`src/rtl/dds_wave_lut_if.sv`:
```
// Sample-path bundle between the phase accumulator, this LUT stage and the DAC:
// phase and selection requests in, amplitude sample and its valid flag out.
`timescale 1ns/1ps
interface dds_wave_lut_if;
  logic [7:0] acc_sum;
  logic [1:0] wave_sel;
  logic [1:0] amp_sel;
  logic [7:0] wave_out;
  logic       out_valid;

  modport master (
    output acc_sum, wave_sel, amp_sel,
    input  wave_out, out_valid
  );

  modport slave (
    input  acc_sum, wave_sel, amp_sel,
    output wave_out, out_valid
  );
endinterface

```
`src/rtl/dds_wave_lut.sv`:
```
// DDS phase-to-amplitude stage: 3-stage pipeline mapping an 8-bit phase to a
// sine/triangle/sawtooth/square sample, with selections latched only at phase wraps.
`timescale 1ns/1ps
module dds_wave_lut (
  input logic           clk_100kHz,
  input logic           rst_,
  dds_wave_lut_if.slave bus
);

  // First quadrant of round(127*sin(2*pi*(k+0.5)/256)); half-step offset keeps it symmetric.
  function automatic logic [6:0] sine_quarter(input logic [5:0] k);
    logic [6:0] t;
    case (k)
      6'd0:  t = 7'd2;   6'd1:  t = 7'd5;   6'd2:  t = 7'd8;   6'd3:  t = 7'd11;
      6'd4:  t = 7'd14;  6'd5:  t = 7'd17;  6'd6:  t = 7'd20;  6'd7:  t = 7'd23;
      6'd8:  t = 7'd26;  6'd9:  t = 7'd29;  6'd10: t = 7'd32;  6'd11: t = 7'd35;
      6'd12: t = 7'd38;  6'd13: t = 7'd41;  6'd14: t = 7'd44;  6'd15: t = 7'd47;
      6'd16: t = 7'd50;  6'd17: t = 7'd53;  6'd18: t = 7'd56;  6'd19: t = 7'd58;
      6'd20: t = 7'd61;  6'd21: t = 7'd64;  6'd22: t = 7'd67;  6'd23: t = 7'd69;
      6'd24: t = 7'd72;  6'd25: t = 7'd74;  6'd26: t = 7'd77;  6'd27: t = 7'd79;
      6'd28: t = 7'd82;  6'd29: t = 7'd84;  6'd30: t = 7'd86;  6'd31: t = 7'd89;
      6'd32: t = 7'd91;  6'd33: t = 7'd93;  6'd34: t = 7'd95;  6'd35: t = 7'd97;
      6'd36: t = 7'd99;  6'd37: t = 7'd101; 6'd38: t = 7'd103; 6'd39: t = 7'd105;
      6'd40: t = 7'd106; 6'd41: t = 7'd108; 6'd42: t = 7'd110; 6'd43: t = 7'd111;
      6'd44: t = 7'd113; 6'd45: t = 7'd114; 6'd46: t = 7'd115; 6'd47: t = 7'd117;
      6'd48: t = 7'd118; 6'd49: t = 7'd119; 6'd50: t = 7'd120; 6'd51: t = 7'd121;
      6'd52: t = 7'd122; 6'd53: t = 7'd123; 6'd54: t = 7'd124; 6'd55: t = 7'd124;
      6'd56: t = 7'd125; 6'd57: t = 7'd125; 6'd58: t = 7'd126; 6'd59: t = 7'd126;
      6'd60: t = 7'd127; 6'd61: t = 7'd127; 6'd62: t = 7'd127; 6'd63: t = 7'd127;
      default: t = 7'd127;
    endcase
    return t;
  endfunction

  logic [7:0]        ph_prev_r;
  logic              first_r;
  logic [1:0]        wave_act_r;
  logic [1:0]        amp_act_r;
  logic [7:0]        cnt_r;
  logic [7:0]        p1_r;
  logic [1:0]        w1_r;
  logic [1:0]        a1_r;
  logic [7:0]        x_r;
  logic [1:0]        a2_r;
  logic [7:0]        wave_out_r;
  logic [1:0]        vld_r;
  logic              out_valid_r;

  logic              wrap_s;
  logic              update_s;
  logic [5:0]        quarter_idx_s;
  logic [6:0]        sine_mag_s;
  logic [7:0]        x_next_s;
  logic signed [8:0] d_s;
  logic signed [8:0] sh_s;
  logic [7:0]        out_next_s;

  // A strict phase decrease is a wrap; the counter forces an update when the phase stalls.
  assign wrap_s   = first_r | (bus.acc_sum < ph_prev_r);
  assign update_s = wrap_s | (cnt_r == 8'd255);

  // Selection control: latch requested waveform/amplitude only on update.
  always_ff @(posedge clk_100kHz or negedge rst_) begin
    if (!rst_) begin
      ph_prev_r  <= 8'd0;
      first_r    <= 1'b1;
      wave_act_r <= 2'b00;
      amp_act_r  <= 2'b00;
      cnt_r      <= 8'd0;
    end else begin
      ph_prev_r <= bus.acc_sum;
      first_r   <= 1'b0;
      if (update_s) begin
        wave_act_r <= bus.wave_sel;
        amp_act_r  <= bus.amp_sel;
        cnt_r      <= 8'd0;
      end else begin
        cnt_r <= cnt_r + 8'd1;
      end
    end
  end

  // Stage 1: capture phase with the selection that governs this sample.
  always_ff @(posedge clk_100kHz or negedge rst_) begin
    if (!rst_) begin
      p1_r <= 8'd0;
      w1_r <= 2'b00;
      a1_r <= 2'b00;
    end else begin
      p1_r <= bus.acc_sum;
      w1_r <= update_s ? bus.wave_sel : wave_act_r;
      a1_r <= update_s ? bus.amp_sel : amp_act_r;
    end
  end

  // Waveform shaping; 63-k in the mirrored quadrants is the bitwise complement of k.
  always_comb begin
    quarter_idx_s = p1_r[6] ? ~p1_r[5:0] : p1_r[5:0];
    sine_mag_s    = sine_quarter(quarter_idx_s);
    case (w1_r)
      2'b00:   x_next_s = p1_r[7] ? (8'd128 - {1'b0, sine_mag_s}) : (8'd128 + {1'b0, sine_mag_s});
      2'b01:   x_next_s = p1_r[7] ? {~p1_r[6:0], 1'b0} : {p1_r[6:0], 1'b0};
      2'b10:   x_next_s = p1_r;
      2'b11:   x_next_s = p1_r[7] ? 8'd0 : 8'd255;
      default: x_next_s = 8'd128;
    endcase
  end

  // Stage 2: register waveform value and carry amplitude select.
  always_ff @(posedge clk_100kHz or negedge rst_) begin
    if (!rst_) begin
      x_r  <= 8'd128;
      a2_r <= 2'b00;
    end else begin
      x_r  <= x_next_s;
      a2_r <= a1_r;
    end
  end

  // Amplitude scaling about midscale via arithmetic shift of the signed offset.
  assign d_s        = $signed({1'b0, x_r}) - 9'sd128;
  assign sh_s       = d_s >>> a2_r;
  assign out_next_s = 8'd128 + sh_s[7:0];

  // Stage 3: output sample and valid pipeline.
  always_ff @(posedge clk_100kHz or negedge rst_) begin
    if (!rst_) begin
      wave_out_r  <= 8'd128;
      vld_r       <= 2'b00;
      out_valid_r <= 1'b0;
    end else begin
      wave_out_r  <= out_next_s;
      vld_r       <= {vld_r[0], 1'b1};
      out_valid_r <= vld_r[1];
    end
  end

  assign bus.wave_out  = wave_out_r;
  assign bus.out_valid = out_valid_r;

endmodule

```
`src/flat_wrapper.sv`:
```
// flat-port wrapper written by rule: the top's interface ports become plain ports
module dds_wave_lut_flat 
  (clk_100kHz, rst_, bus_acc_sum, bus_wave_sel, bus_amp_sel, bus_wave_out, bus_out_valid);
  dds_wave_lut_if bus_i ();
  input logic clk_100kHz;
  input logic rst_;
  input wire logic [$bits(bus_i.acc_sum)-1:0] bus_acc_sum;
  input wire logic [$bits(bus_i.wave_sel)-1:0] bus_wave_sel;
  input wire logic [$bits(bus_i.amp_sel)-1:0] bus_amp_sel;
  output wire logic [$bits(bus_i.wave_out)-1:0] bus_wave_out;
  output wire logic [$bits(bus_i.out_valid)-1:0] bus_out_valid;
  assign bus_i.acc_sum = bus_acc_sum;
  assign bus_i.wave_sel = bus_wave_sel;
  assign bus_i.amp_sel = bus_amp_sel;
  assign bus_wave_out = bus_i.wave_out;
  assign bus_out_valid = bus_i.out_valid;
  dds_wave_lut u_core (.clk_100kHz(clk_100kHz), .rst_(rst_), .bus(bus_i));
endmodule
```
`config.mk`:
```
export PLATFORM = sky130hd
export DESIGN_NAME = dds_wave_lut_flat
export DESIGN_NICKNAME = d
export VERILOG_FILES = /design/src/rtl/dds_wave_lut_if.sv /design/src/rtl/dds_wave_lut.sv /design/src/flat_wrapper.sv
export SDC_FILE = /design/constraint.sdc
export NUM_CORES = 1
export LEC_CHECK = 0
export CORE_ASPECT_RATIO = 0.6
export CORE_MARGIN = 4
export CORE_UTILIZATION = 40
export DETAILED_ROUTE_END_ITERATION = 10
export GPL_TIMING_DRIVEN = 0
export PLACE_DENSITY_LB_ADDON = 0.12
export SLEW_MARGIN = 20
export SYNTH_ARGS = -nofsm -noshare
export SYNTH_HDL_FRONTEND = slang
export SYNTH_SLANG_ARGS = --single-unit
```
`constraint.sdc`:
```
create_clock -name clk_100kHz -period 4.83 [get_ports clk_100kHz]
set_input_delay 0.966 -clock clk_100kHz [delete_from_list [all_inputs] [get_ports clk_100kHz]]
set_output_delay 0.966 -clock clk_100kHz [all_outputs]
set_load 0.05 [all_outputs]
```
Yosys cells after proc, flatten, opt, wreduce, memory -nomap -nowiden --
Memories as Yosys holds them, arrays and structs flattened. Cells that the tools add are included.
Storage, ports and cells: flip-flop bits (word level) 42, ROM bits 448, word-level logic and storage cells 33, memories kept 1
Cells by class: $add $sub $neg 5, order comparisons 1, equality and inequality tests 4, shifts and indexed selects 1, mux-type cells 6, bitwise operators 4, reduce and logical (&&, ||, !) cells 1
Memories:
- (no name shown) | words 64, width 7, rd ports 1, clocked after memory_dff 0, write ports 0, RTL line dds_wave_lut.sv:13 | case (k)
Operator list (count):
- two-way mux 8 bit | 4
- case mux 8 bit (4 select lines) | 1
- >>> shifter 9 x 2 -> 8 bit | 1
- subtractor 8 x 8 -> 9 bit, second input constant | 1
- adder 8 x 1 -> 8 bit, second input constant | 1
- adder 8 x 7 -> 8 bit, first input constant | 1
- adder 8 bit, first input constant | 1
- equality test 8 bit, second input constant | 1
- < comparator 8 bit | 1
- subtractor 8 x 7 -> 8 bit, first input constant | 1
- inverter 7 bit | 1
- two-way mux 6 bit | 1
- inverter 6 bit | 1
- equality test 2 bit, second input constant | 2
- equality test 2 x 1 -> 1 bit, second input constant | 1
- zero test 2 bit | 1
- OR 1 bit | 2

Depth between registers and ports, before layout --
An unclocked memory read counts as a cell.
depth in word-level cells 6, gate-level depth with buffers 16

Worst setup path after synthesis --
OpenSTA, ideal clock, no wires.
path type register -> register, start point register u_core.ph_prev_r[6] (netlist name), end point register u_core.x_r[6], setup time 0.094 ns, data arrival time 3.009 ns, slack 1.727 ns, cell stages (with the launch flop) 17, period minus slack after synthesis 3.103 ns, cell sequence dfrtp_1 buf_4 buf_6 xor2_1 inv_1 ha_1 and2_4 o211a_1 a21oi_1 a311oi_1 or2_2 inv_1 ha_1 nand3_1 o41ai_2 xnor2_1 a221oi_2
RTL lines:
- end signal: assignment | RTL line dds_wave_lut.sv:115 | x_r <= x_next_s;
- end: declaration | RTL line dds_wave_lut.sv:43 | logic [7:0] x_r;

==> results.json <==
{
  "status": "finished clean",
  "core_area_mm2": 0.00795,
  "port_buffers": 22,
  "endpoint_kind": "flip-flop",
  "required_ps": 5020,
  "seqPwrFrac": 0.352,
  "place_area_mm2": 0.00367,
  "top_layer": "met4",
  "holdWs_ps": 347,
  "synthesis.nets": 402,
  "regArea_mm2": 0.00105,
  "clockBufferDepth": 2,
  "min_path_type": "flip-flop to flip-flop",
  "wl_per_cell_um": 18.1,
  "ctsRootBufferMaster": "clkbuf_16",
  "dp_slack_ps": 1020,
  "layout_setup_ws_ps": 786,
  "clk_transition_reported_paths_ps": 50,
  "cp_common_cell": "ha_1",
  "worst_pin_slew_ps": 1090,
  "regToRegStartpoint": "u_core.ph_prev_r[0]$_DFF_PN0_",
  "cts_buffers": 5,
  "powerDensity_mw_per_mm2": 322,
  "cts_tree": "done",
  "relSlewSlack": 0.266,
  "hold_buffers": 0,
  "path_buf_inv": 3,
  "grt_pass1_vias": 2914,
  "die_width_um": 125,
  "synth-seq-cells": 42,
  "via_per_inst": 6.00,
  "ys_seq_area_frac": 0.320,
  "p_clk_frac": 0.270,
  "final_net_count": 432,
  "yosys_warnings": 0,
  "drive_above_1_share": 0.112,
  "post-place-cells": 502,
  "cts_resized": 0,
  "internal_power_uw": 786,
  "antenna_found_initial": 0,
  "reg2regPathDepth": 15,
  "synth_cell_type_count": 65,
  "drv_slew": 0,
  "critPathTopFamily": "compound AO/OA/AOI/OAI gates",
  "min_from": "u_core.vld_r[1]$_DFF_PN0_",
  "fmaxAchievable_ghz": 0.247,
  "rows": 25,
  "n_fill_cell": 775,
  "hpwl_mm": 7.12,
  "htree_levels": 2,
  "ant_nets": 0,
  "maxCapViolCount": 0,
  "cp_slowest_cell": "a311oi_1",
  "total_power_mw": 1.23,
  "grt_max_degree": 33,
  "crit_arrival_ps": 4230,
  "drt_pass1_iterations": 5,
  "multi_input_area_mm2": 0.00205,
  "rr_endpoint": "u_core.x_r[6]$_DFF_PN0_",
  "path_cells": "buf_2, clkbuf_1, xor2_1, ha_1, nand2b_1, a211oi_1, a31oi_1, a311oi_1, or2_2, inv_1, ha_1, nand3_1, o41ai_2, xnor2_1, a221oi_2",
  "clk_latency_ps": 290,
  "switching_share": 0.361,
  "fin_util": 0.480,
  "combPwrFrac": 0.378,
  "path_max_fanout": 10,
  "rsz0062_at_grt": "false",
  "crit_path_max_incr_delay_ps": 520,
  "min_period_over_period": 0.837,
  "grt_pass1_wl_mm": 15.2,
  "die_h_um": 78.3,
  "synthCells": 371,
  "min_period_ps": 4040,
  "track_usage": 0.194,
  "grt-ovfl-total": 0,
  "setup_viol": 0,
  "wl_met1_mm": 4.49,
  "fp.dieArea_mm2": 0.00980,
  "stdcell_area_mm2": 0.00381,
  "rrSetupSlack_ps": 790,
  "gp_congestion": 1.02,
  "hold_viol_final": 0,
  "worstHoldEndpoint": "u_core.bus.out_valid$_DFF_PN0_",
  "area_delta_synth_final_pct": 15.7,
  "cts_setup_buffers": 0,
  "design.portCount": 23,
  "wl_met2_mm": 3.47,
  "synthArstFlopShare": 1.00,
  "start_util": 0.415,
  "wl_mm": 9.24,
  "worst-setup-path-type": "flip-flop to flip-flop",
  "synth_ff_type": "dfrtp_1",
  "p_leak_nw": 1.59,
  "drt_iter0_markers": 316,
  "wl_met3_mm": 1.16,
  "clkSinkCount": 42,
  "netlist_area_mm2": 0.00330,
  "startpoint_type": "flip-flop",
  "avgSynthCellArea_um2": 8.88,
  "synth_edf_count": 0,
  "fin_worst_skew_ps": 4.06,
  "n_antenna_cell": 0,
  "vias": 3060,
  "p_switching_uw": 444,
  "setup-tns-final_ps": 0,
  "post-route-drc-count": 0,
  "ir_worst_vdd_mv": 0.148,
  "whs_path_depth": 0,
  "layout.cells.non_filler": 510
}
Yosys cell counts, types with 4 or more instances:
cell type / instances / area share
a211oi_1: 5 / 0.011
a21o_1: 8 / 0.018
a21oi_1: 20 / 0.030
a22oi_1: 4 / 0.0091
a31oi_1: 8 / 0.015
and3_1: 4 / 0.0076
buf_2: 7 / 0.011
clkbuf_1: 12 / 0.014
dfrtp_1: 39 / 0.30
ha_1: 17 / 0.065
inv_1: 11 / 0.013
inv_2: 4 / 0.0046
mux2i_1: 7 / 0.021
mux4_2: 5 / 0.034
nand2_1: 20 / 0.023
nand2b_1: 14 / 0.027
nand3_1: 13 / 0.020
nand4_1: 4 / 0.0076
nor2_1: 25 / 0.028
nor2b_1: 7 / 0.013
nor3_1: 17 / 0.026
nor3b_1: 5 / 0.011
o21ai_0: 15 / 0.023
o221ai_1: 4 / 0.011
o22ai_1: 4 / 0.0076
o2bb2ai_1: 4 / 0.011
o31ai_1: 4 / 0.0091
or3_1: 4 / 0.0076
xnor2_1: 10 / 0.027
xor2_1: 7 / 0.019
power groups by stage:
| stage | registers, mW | logic, mW | clock network (mW) |
|---|---|---|---|
| after detailed placement | 0.439 | 0.457 | 0 |
| after floorplan | 0.513 | 0.239 | 0 |
| final | 0.433 | 0.465 | 0.332 |
| after CTS | 0.433 | 0.458 | 0.345 |
| after global placement | 0.437 | 0.457 | 0 |
| after global routing | 0.442 | 0.499 | 0.357 |
worst max-delay path by stage:
stage                                  startpoint                       to  slack, ps  depth (start not counted)
detailed placement  u_core.ph_prev_r[0]$_DFF_PN0_  u_core.x_r[6]$_DFF_PN0_       1020                         15
finish              u_core.ph_prev_r[0]$_DFF_PN0_  u_core.x_r[6]$_DFF_PN0_        790                         15
CTS                 u_core.ph_prev_r[0]$_DFF_PN0_  u_core.x_r[6]$_DFF_PN0_        990                         15
floorplan           u_core.ph_prev_r[6]$_DFF_PN0_  u_core.x_r[6]$_DFF_PN0_       1730                         16
global placement    u_core.ph_prev_r[0]$_DFF_PN0_  u_core.x_r[6]$_DFF_PN0_        980                         15
global route        u_core.ph_prev_r[0]$_DFF_PN0_  u_core.x_r[6]$_DFF_PN0_        640                         14
worst register-to-register path, delay by kind of cell, from the launching register on:
kind | cells | cell delay, ps
and+or+nand+nor | 3 | 450
buffers and inverters | 3 | 650
adders and majority gates | 2 | 590
AOI/OAI and AO/OA | 5 | 1360
DFF | 1 | 310
xor gates and xnor gates | 2 | 590
sequential cells by signal (all words and copies together) (netlist names):
register / cells
u_core.x_r: 8
u_core.cnt_r: 8
u_core.bus.wave_out: 8
u_core.amp_act_r: 2
u_core.bus.out_valid: 1
u_core.vld_r: 2
u_core.ph_prev_r: 8
u_core.wave_act_r: 2
u_core.first_r: 1
u_core.a2_r: 2
metal layers:
metal  GRT usage  vias up
met5           0        -
met3      0.0863       12
met4      0.0487        0
li1            -     1436
met1       0.291     1448
met2       0.248      164
logic make-up (layout without fill, tap and decap cells):
kind of cell               after synthesis  in the layout  share of synthesized area
other                                    2              2                    0.00228
and+or+nand+nor                        133            133                      0.216
DFF                                     42             42                      0.320
xor gates and xnor gates                17             17                     0.0452
adders and majority gates               17             17                     0.0645
AOI/OAI and AO/OA                      107            107                      0.238
buffers and inverters                   41             72                     0.0581
muxes                                   12             12                     0.0554
final cells by class:
type / instances / share of cell area
Timing Repair Buffer: 23 / 0.0617
Multi-Input combinational cell: 288 / 0.537
Inverter: 15 / 0.0148
Buffer: 26 / 0.0354
Tap cell: 108 / 0.0354
Clock buffer: 7 / 0.0374
Clock inverter: 1 / 0.00131
Sequential cell: 42 / 0.277
layout by cell type, fill, tap and decap left out, types with 5 or more instances in the layout:
master / synthesis / layout
buf_2: 7 / 8
mux4_2: 5 / 5
nand3_1: 13 / 13
a211oi_1: 5 / 5
mux2i_1: 7 / 7
o21ai_0: 15 / 15
xnor2_1: 10 / 10
nor2_1: 25 / 25
dfrtp_1: 39 / 39
a21oi_1: 20 / 20
xor2_1: 7 / 7
clkbuf_16: 0 / 5
nor3_1: 17 / 17
nor3b_1: 5 / 5
clkbuf_1: 12 / 13
a31oi_1: 8 / 8
inv_1: 11 / 11
nand2b_1: 14 / 14
ha_1: 17 / 17
nor2b_1: 7 / 7
nand2_1: 20 / 20
a21o_1: 8 / 8
clkdlybuf4s50_1: 0 / 21
No activity file was read; power rests on OpenSTA's default activity.
